### src/rtl/systolic_seq_ctrl_if.sv
// Host result port of systolic_seq_ctrl: valid/ready beat stream with a last marker.
interface systolic_seq_ctrl_if #(
  parameter int OUT_W = 8
);
  logic [OUT_W-1:0] out_data;
  logic             out_valid;
  logic             out_ready;
  logic             out_last;

  modport master (output out_data, output out_valid, output out_last, input out_ready);
  modport slave  (input out_data, input out_valid, input out_last, output out_ready);
endinterface

### src/rtl/systolic_seq_ctrl.sv
// Tile sequencer for an N x N systolic MAC array: operand load, skewed compute, result snapshot
// and serialisation. Define OUT_SAT_EN to emit one signed-saturated OUT_W beat per result.

// Skew decode for one row/column: lane i is live while 0 <= step-i < N.
module systolic_skew_lane #(
  parameter int N     = 2,
  parameter int LANE  = 0,
  parameter int STW   = 3,
  parameter int SEL_W = 1
) (
  input  logic             act_i,
  input  logic [STW-1:0]   step_i,
  output logic             en_o,
  output logic [SEL_W-1:0] sel_o
);
  logic [STW-1:0] off;

  assign off   = step_i - STW'(LANE);
  assign en_o  = act_i && (step_i >= STW'(LANE)) && (off < STW'(N));
  assign sel_o = en_o ? off[SEL_W-1:0] : '0;
endmodule

module systolic_seq_ctrl #(
  parameter  int N     = 2,
  parameter  int ACC_W = 16,
  parameter  int OUT_W = 8,
  localparam int AW    = $clog2(2*N*N),
  localparam int SEL_W = (N < 2) ? 1 : $clog2(N),
  localparam int BYTES = ACC_W / OUT_W,
  localparam int NSTEP = 3*N - 2
) (
  input  logic                   clk,
  input  logic                   rst,
  input  logic                   load_en_i,
  input  logic                   transpose_i,
  input  logic [N*N*ACC_W-1:0]   c_flat_i,
  output logic [AW-1:0]          mem_addr_o,
  output logic                   clear_o,
  output logic                   data_valid_o,
  output logic [N*SEL_W-1:0]     a_sel_o,
  output logic [N*SEL_W-1:0]     b_sel_o,
  output logic [N-1:0]           a_en_o,
  output logic [N-1:0]           b_en_o,
  output logic                   transpose_out_o,
  output logic                   busy_o,
  output logic                   done_o,
  systolic_seq_ctrl_if.master    host
);
`ifdef OUT_SAT_EN
  localparam int BPE = 1;
`else
  localparam int BPE = BYTES;
`endif
  localparam int STW = $clog2(NSTEP + 1);
  localparam int EW  = $clog2(N*N);
  localparam int BCW = (BPE > 1) ? $clog2(BPE) : 1;
  localparam logic [AW-1:0] LAST_ADDR = AW'(2*N*N - 1);

  localparam logic [2:0] IDLE    = 3'd0;
  localparam logic [2:0] LOAD    = 3'd1;
  localparam logic [2:0] COMPUTE = 3'd2;
  localparam logic [2:0] SNAP    = 3'd3;
  localparam logic [2:0] OUTPUT  = 3'd4;

  logic [2:0]     state_q, state_d;
  logic [AW-1:0]  mem_addr_q, mem_addr_d;
  logic [STW-1:0] step_q, step_d;
  logic [EW-1:0]  elem_q, elem_d;
  logic [BCW-1:0] byte_q, byte_d;
  logic           done_q, done_d;
  logic           tr_q;
  logic [N*N-1:0][ACC_W-1:0] snap_q;

  logic             in_comp, in_out, beat_last;
  logic [ACC_W-1:0] cur_elem;
  logic [OUT_W-1:0] beat;

  assign in_comp   = (state_q == COMPUTE);
  assign in_out    = (state_q == OUTPUT);
  assign beat_last = (elem_q == EW'(N*N - 1)) && (byte_q == BCW'(BPE - 1));

  always_comb begin
    state_d    = state_q;
    mem_addr_d = mem_addr_q;
    step_d     = step_q;
    elem_d     = elem_q;
    byte_d     = byte_q;
    done_d     = 1'b0;
    case (state_q)
      IDLE: begin
        if (load_en_i) begin
          mem_addr_d = AW'(1);
          state_d    = LOAD;
        end
      end
      LOAD: begin
        if (load_en_i) begin
          if (mem_addr_q == LAST_ADDR) begin
            mem_addr_d = '0;
            step_d     = '0;
            state_d    = COMPUTE;
          end else begin
            mem_addr_d = mem_addr_q + AW'(1);
          end
        end
      end
      COMPUTE: begin
        if (step_q == STW'(NSTEP - 1)) begin
          step_d  = '0;
          state_d = SNAP;
        end else begin
          step_d = step_q + STW'(1);
        end
      end
      SNAP: begin
        elem_d  = '0;
        byte_d  = '0;
        state_d = OUTPUT;
      end
      OUTPUT: begin
        if (host.out_ready) begin
          if (beat_last) begin
            elem_d  = '0;
            byte_d  = '0;
            done_d  = 1'b1;
            state_d = IDLE;
          end else if (byte_q == BCW'(BPE - 1)) begin
            byte_d = '0;
            elem_d = elem_q + EW'(1);
          end else begin
            byte_d = byte_q + BCW'(1);
          end
        end
      end
      default: state_d = IDLE;
    endcase
  end

  always_ff @(posedge clk) begin
    if (rst) begin
      state_q    <= IDLE;
      mem_addr_q <= '0;
      step_q     <= '0;
      elem_q     <= '0;
      byte_q     <= '0;
      done_q     <= 1'b0;
      tr_q       <= 1'b0;
      snap_q     <= '0;
    end else begin
      state_q    <= state_d;
      mem_addr_q <= mem_addr_d;
      step_q     <= step_d;
      elem_q     <= elem_d;
      byte_q     <= byte_d;
      done_q     <= done_d;
      tr_q       <= transpose_i;
      if (state_q == SNAP) snap_q <= c_flat_i;
    end
  end

  // Rows and columns share one skew schedule, so b mirrors a.
  for (genvar i = 0; i < N; i++) begin : g_lane
    systolic_skew_lane #(.N(N), .LANE(i), .STW(STW), .SEL_W(SEL_W)) u_skew (
      .act_i (in_comp),
      .step_i(step_q),
      .en_o  (a_en_o[i]),
      .sel_o (a_sel_o[i*SEL_W +: SEL_W])
    );
  end
  assign b_en_o  = a_en_o;
  assign b_sel_o = a_sel_o;

  assign cur_elem = snap_q[elem_q];

`ifdef OUT_SAT_EN
  localparam logic signed [ACC_W-1:0] SMAX = ACC_W'((1 << (OUT_W-1)) - 1);
  localparam logic signed [ACC_W-1:0] SMIN = ~SMAX;
  logic sat_hi, sat_lo;
  assign sat_hi = $signed(cur_elem) > SMAX;
  assign sat_lo = $signed(cur_elem) < SMIN;
  assign beat   = sat_hi ? {1'b0, {(OUT_W-1){1'b1}}} :
                  sat_lo ? {1'b1, {(OUT_W-1){1'b0}}} : cur_elem[OUT_W-1:0];
`else
  logic [BYTES-1:0][OUT_W-1:0] cur_slices;
  assign cur_slices = cur_elem;
  // Most-significant slice leaves first.
  assign beat = cur_slices[BCW'(BYTES - 1) - byte_q];
`endif

  assign mem_addr_o      = mem_addr_q;
  assign clear_o         = in_comp && (step_q == '0);
  assign data_valid_o    = in_comp;
  assign transpose_out_o = tr_q;
  assign busy_o          = (state_q != IDLE);
  assign done_o          = done_q;
  assign host.out_valid  = in_out;
  assign host.out_data   = in_out ? beat : '0;
  assign host.out_last   = in_out && beat_last;
endmodule

### src/flat_wrapper.sv
// flat-port wrapper written by rule: the top's interface ports become plain ports
module systolic_seq_ctrl_flat 
#(
  parameter  int N     = 2,
  parameter  int ACC_W = 16,
  parameter  int OUT_W = 8,
  localparam int AW    = $clog2(2*N*N),
  localparam int SEL_W = (N < 2) ? 1 : $clog2(N),
  localparam int BYTES = ACC_W / OUT_W,
  localparam int NSTEP = 3*N - 2
)
  (clk, rst, load_en_i, transpose_i, c_flat_i, mem_addr_o, clear_o, data_valid_o, a_sel_o, b_sel_o, a_en_o, b_en_o, transpose_out_o, busy_o, done_o, host_out_data, host_out_valid, host_out_last, host_out_ready);
  systolic_seq_ctrl_if #(.OUT_W(OUT_W)) host_i ();
  input  logic clk;
  input  logic rst;
  input  logic load_en_i;
  input  logic transpose_i;
  input  logic [N*N*ACC_W-1:0] c_flat_i;
  output logic [AW-1:0] mem_addr_o;
  output logic clear_o;
  output logic data_valid_o;
  output logic [N*SEL_W-1:0] a_sel_o;
  output logic [N*SEL_W-1:0] b_sel_o;
  output logic [N-1:0] a_en_o;
  output logic [N-1:0] b_en_o;
  output logic transpose_out_o;
  output logic busy_o;
  output logic done_o;
  output wire logic [$bits(host_i.out_data)-1:0] host_out_data;
  output wire logic [$bits(host_i.out_valid)-1:0] host_out_valid;
  output wire logic [$bits(host_i.out_last)-1:0] host_out_last;
  input wire logic [$bits(host_i.out_ready)-1:0] host_out_ready;
  assign host_out_data = host_i.out_data;
  assign host_out_valid = host_i.out_valid;
  assign host_out_last = host_i.out_last;
  assign host_i.out_ready = host_out_ready;
  systolic_seq_ctrl #(.N(N), .ACC_W(ACC_W), .OUT_W(OUT_W)) u_core (.clk(clk), .rst(rst), .load_en_i(load_en_i), .transpose_i(transpose_i), .c_flat_i(c_flat_i), .mem_addr_o(mem_addr_o), .clear_o(clear_o), .data_valid_o(data_valid_o), .a_sel_o(a_sel_o), .b_sel_o(b_sel_o), .a_en_o(a_en_o), .b_en_o(b_en_o), .transpose_out_o(transpose_out_o), .busy_o(busy_o), .done_o(done_o), .host(host_i));
endmodule
### config.mk
export PLATFORM = sky130hd
export DESIGN_NAME = systolic_seq_ctrl_flat
export DESIGN_NICKNAME = d
export VERILOG_FILES = /design/src/rtl/systolic_seq_ctrl_if.sv /design/src/rtl/systolic_seq_ctrl.sv /design/src/flat_wrapper.sv
export SDC_FILE = /design/constraint.sdc
export NUM_CORES = 1
export LEC_CHECK = 0
export ABC_AREA = 0
export CAP_MARGIN = 30
export CORE_ASPECT_RATIO = 1.25
export CORE_MARGIN = 2
export CORE_UTILIZATION = 33
export CTS_BUF_LIST = sky130_fd_sc_hd__clkbuf_8 sky130_fd_sc_hd__clkbuf_16
export DETAILED_ROUTE_END_ITERATION = 16
export GPL_TIMING_DRIVEN = 0
export SYNTH_ARGS = -nofsm -noshare
export SYNTH_HDL_FRONTEND = slang
export SYNTH_SLANG_ARGS = --single-unit
export TNS_END_PERCENT = 10
### constraint.sdc
create_clock -name clk -period 2.6 [get_ports clk]
set_clock_uncertainty 0.15 [all_clocks]
set_input_delay 0.52 -clock clk [delete_from_list [all_inputs] [get_ports clk]]
set_output_delay 0.52 -clock clk [all_outputs]
set_load 0.03 [all_outputs]
==> flow_metrics.tcl <==
set metrics [dict create \
    finalSetupViolCount 0 \
    status "finished clean" \
    yosys_warnings 0 \
    grt_start_max_net_pins 13 \
    yosysSeqAreaShare_pct 44.0 \
    hp-class "flop to flop" \
    syn_area_per_cell_sq_um 7.99 \
    async_flop_share_pct 0 \
    crit_buf_inv 3 \
    switchingPower_w 0.000529 \
    drt_wl_total_um 10500 \
    rsz0062_at_grt "yes" \
    synth_area_sq_mm 0.00355 \
    hp-start "u_core.snap_q[19]$_SDFFE_PP0P_" \
    die-area_sq_mm 0.0116 \
    grt_usage_pct 18.1 \
    core_area_sq_mm 0.0105 \
    drv_slew 0 \
    grt.overflow.total 0 \
    crit_slowest_cell "dfxtp_4" \
    startpoint_type "flop" \
    internal-power_w 0.00228 \
    clockPowerShare_pct 51.6 \
    slowest_delay_ns 0.39 \
    antenna_found_initial 0 \
    ctsHoldBuffers 0 \
    grt_pass1_vias 3494 \
    rrSetupSlack_ns 0.61 \
    vdd.ir_drop.worst_uv 299 \
    grt-busiest-layer "met2" \
    relSlewSlack_pct 59.8 \
    grtUsageMet2_pct 31.6 \
    synth_top_cells_by_area "dfxtp_1 (44%), nand2_1 (14%), a21oi_1 (10%)" \
    synth_cell_type_count 34 \
    syn_inst 444 \
    syn-num-nets 520 \
    clkTransAtPathRegs_ns 0.06 \
    fin_nets 631 \
    power_frac_comb_pct 5.7 \
    fin_cells 692 \
    fmax_mhz 392 \
    final_antenna_net_count 0 \
    portBuffers 93 \
    hpwl_um 7730 \
    synth_top_area_share_pct 44.0 \
    power_frac_seq_pct 42.7 \
    endpoint_kind "output pin" \
    die_w_um 96.7 \
    finalCriticalPeriod_ns 2.55 \
    die_h_um 120 \
    via_per_inst 4.91 \
    cts_htree_levels 3 \
    crit_path_cell_trace "inv_1 -> ha_1 -> xnor2_1 -> nand3_2 -> nor3_4 -> buf_4 -> clkbuf_4" \
    required_ns 1.93 \
    ys_seq_elements 78 \
    p_sw_share_pct 18.8 \
    syn_to_final_growth_pct 45.4 \
    path_max_fanout 6 \
    clock_latency_ns 0.34 \
    wl_per_cell_um 15.1 \
    cts_buffers 9 \
    layout_setup_ws_ns 0.0496 \
    initialDrtViolationCount 146 \
    vias 3397 \
    synth-main-ff-cell "dfxtp_1" \
    tightest_slew_ns 0.603 \
    arrival_ns 1.88 \
    finalCritPeriodShare_pct 98.1 \
    synth_edf_count 0 \
    place_ws_ns -0.416 \
    drc 0 \
    p_leak_nw 1.82 \
    r2r_start "u_core.state_q[2]$_SDFFE_PP0P_" \
    yosys.area.top_type "dfxtp_1" \
    cts_buffer_depth 2 \
    cts_tree "done" \
    hold_viol 0 \
    cts.sink_count 78 \
    layout-drive-gt1-share_pct 13.2 \
    dr.pass1.iters 6 \
    met3_usage_pct 3.79 \
    synth_common_cells "nand2_1 (132), dfxtp_1 (78), a21oi_1 (73)" \
    num_io_pins 95 \
    num_rows 42 \
    fillCellCount 1068 \
    grt_use_met1_pct 21.4 \
    cap_violations 0 \
    crit_family "flip-flops" \
    antenna_cells 0 \
    cp-startpoint "u_core.step_q[0]$_SDFFE_PP0P_" \
    powerDensity_mw_per_mm2 545 \
    grt_pass1_wl_um 16800 \
    numPlacedInstances 669 \
    start_util_pct 33.8 \
    place_congestion 0.812 \
    worstSetupPathType "flop to output pin" \
    yosysMostFrequentCell "nand2_1" \
    ctsRootBufferMaster "clkbuf_16" \
]
layout make-up:
| cell class | instances | area [sq um] | area share, % |
|---|---|---|---|
| Clock buffer | 11 | 253 | 4.90 |
| Inverter | 5 | 18.8 | 0.364 |
| Buffer | 43 | 245 | 4.75 |
| Sequential cell | 78 | 1570 | 30.4 |
| Timing Repair Buffer | 100 | 978 | 19.0 |
| Tap cell | 132 | 165 | 3.20 |
| Multi-Input combinational cell | 318 | 1830 | 35.6 |
| Clock inverter | 5 | 97.6 | 1.89 |
kinds of logic after synthesis:
logic type               after synthesis  share of synthesized area [%]
flip-flops                            78                           44.0
adder cells (fa/ha/maj)                7                           2.47
AND/OR/NAND/NOR                      181                           22.6
AO/OA/AOI/OAI                         97                           15.3
multiplexers                          32                           9.03
XOR/XNOR                               1                          0.247
buffers and inverters                 48                           6.24
layer usage:
layer | wire (um) | share of wire (%) | up-vias
met1 | 4400 | 42 | 1574
met2 | 5340 | 51 | 92
li1 | - | - | 1716
met3 | 502 | 4.8 | 15
met5 | 0 | 0 | -
met4 | 209 | 2.0 | 0
worst reg2reg max path: stages, from the launching register on:
cell     delay [ns]
dfxtp_1        0.30
buf_6          0.12
buf_12         0.12
and3b_1        0.26
buf_2          0.29
buf_1          0.38
nand2_1        0.15
a21oi_1        0.14
power by group through the flow:
| stage | logic (W) | clock network (W) | registers, W |
|---|---|---|---|
| after detailed placement | 0.000161 | 0 | 0.00123 |
| after global placement | 0.000160 | 0 | 0.00123 |
| after CTS | 0.000162 | 0.00147 | 0.00120 |
| after global routing | 0.000173 | 0.00152 | 0.00120 |
| after floorplan | 0.0000316 | 0 | 0.00123 |
| final | 0.000161 | 0.00145 | 0.00120 |
state kept, by name, indices dropped and copies added, names as in the netlist:
register	cells
u_core.elem_q	2
u_core.mem_addr_o	3
u_core.done_o	1
u_core.step_q	3
u_core.state_q	3
u_core.snap_q	64
u_core.byte_q	1
u_core.transpose_out_o	1
final timing paths:
check | depth (start not counted) | end
worst min register to register | 2 | u_core.snap_q[19]$_SDFFE_PP0P_
worst min-delay path | 2 | u_core.snap_q[19]$_SDFFE_PP0P_
worst max-delay path | 7 | a_sel_o[1]
worst max register to register | 7 | u_core.snap_q[54]$_SDFFE_PP0P_
per-stage QoR:
step / hold WS, ns / cell area, sq um / TNS, ns / power, W / util [%]
finish: 0.303 / 5160 / 0 / 0.00281 / 49.1
global route: 0.321 / 5160 / -0.204 / 0.00290 / 49.1
CTS: 0.304 / 5020 / -0.563 / 0.00283 / 47.7
detailed placement: 0.296 / 4640 / -5.36 / 0.00139 / 44.2
global placement: 0.292 / 4640 / -4.36 / 0.00139 / 44.2
floorplan: 0.286 / 3550 / 0 / 0.00126 / -
cell usage in the layout, fill, tap and decap left out, drive strengths merged:
cell / Yosys / layout
bufinv: 0 / 3
or3: 3 / 3
buf: 24 / 45
nand4b: 2 / 2
dlygate4sd2: 0 / 2
a21oi: 73 / 73
nor2b: 4 / 4
or3b: 2 / 2
a22oi: 16 / 16
dfxtp: 78 / 78
nor3: 5 / 5
o211ai: 3 / 3
ha: 7 / 7
and2: 2 / 2
inv: 5 / 7
and3b: 2 / 2
o31ai: 2 / 2
nor2: 5 / 5
clkbuf: 19 / 32
xnor2: 1 / 1
clkdlybuf4s50: 0 / 73
nand3b: 1 / 1
mux2i: 32 / 32
nand2: 132 / 132
nand2b: 4 / 4
nor3b: 2 / 2
or4: 2 / 2
a221oi: 1 / 1
o21ai: 1 / 1
a21o: 1 / 1
clkdlybuf4s15: 0 / 2
nor4: 1 / 1
nand3: 5 / 5
and3: 9 / 9
timing repair:
action / CTS / global route
buffers inserted: 0 / 7
pin swaps: 0 / 2
endpoints found under the setup margin: 20 / 16
resized for setup: 82 / 41
No activity file was read; power rests on OpenSTA's default activity.
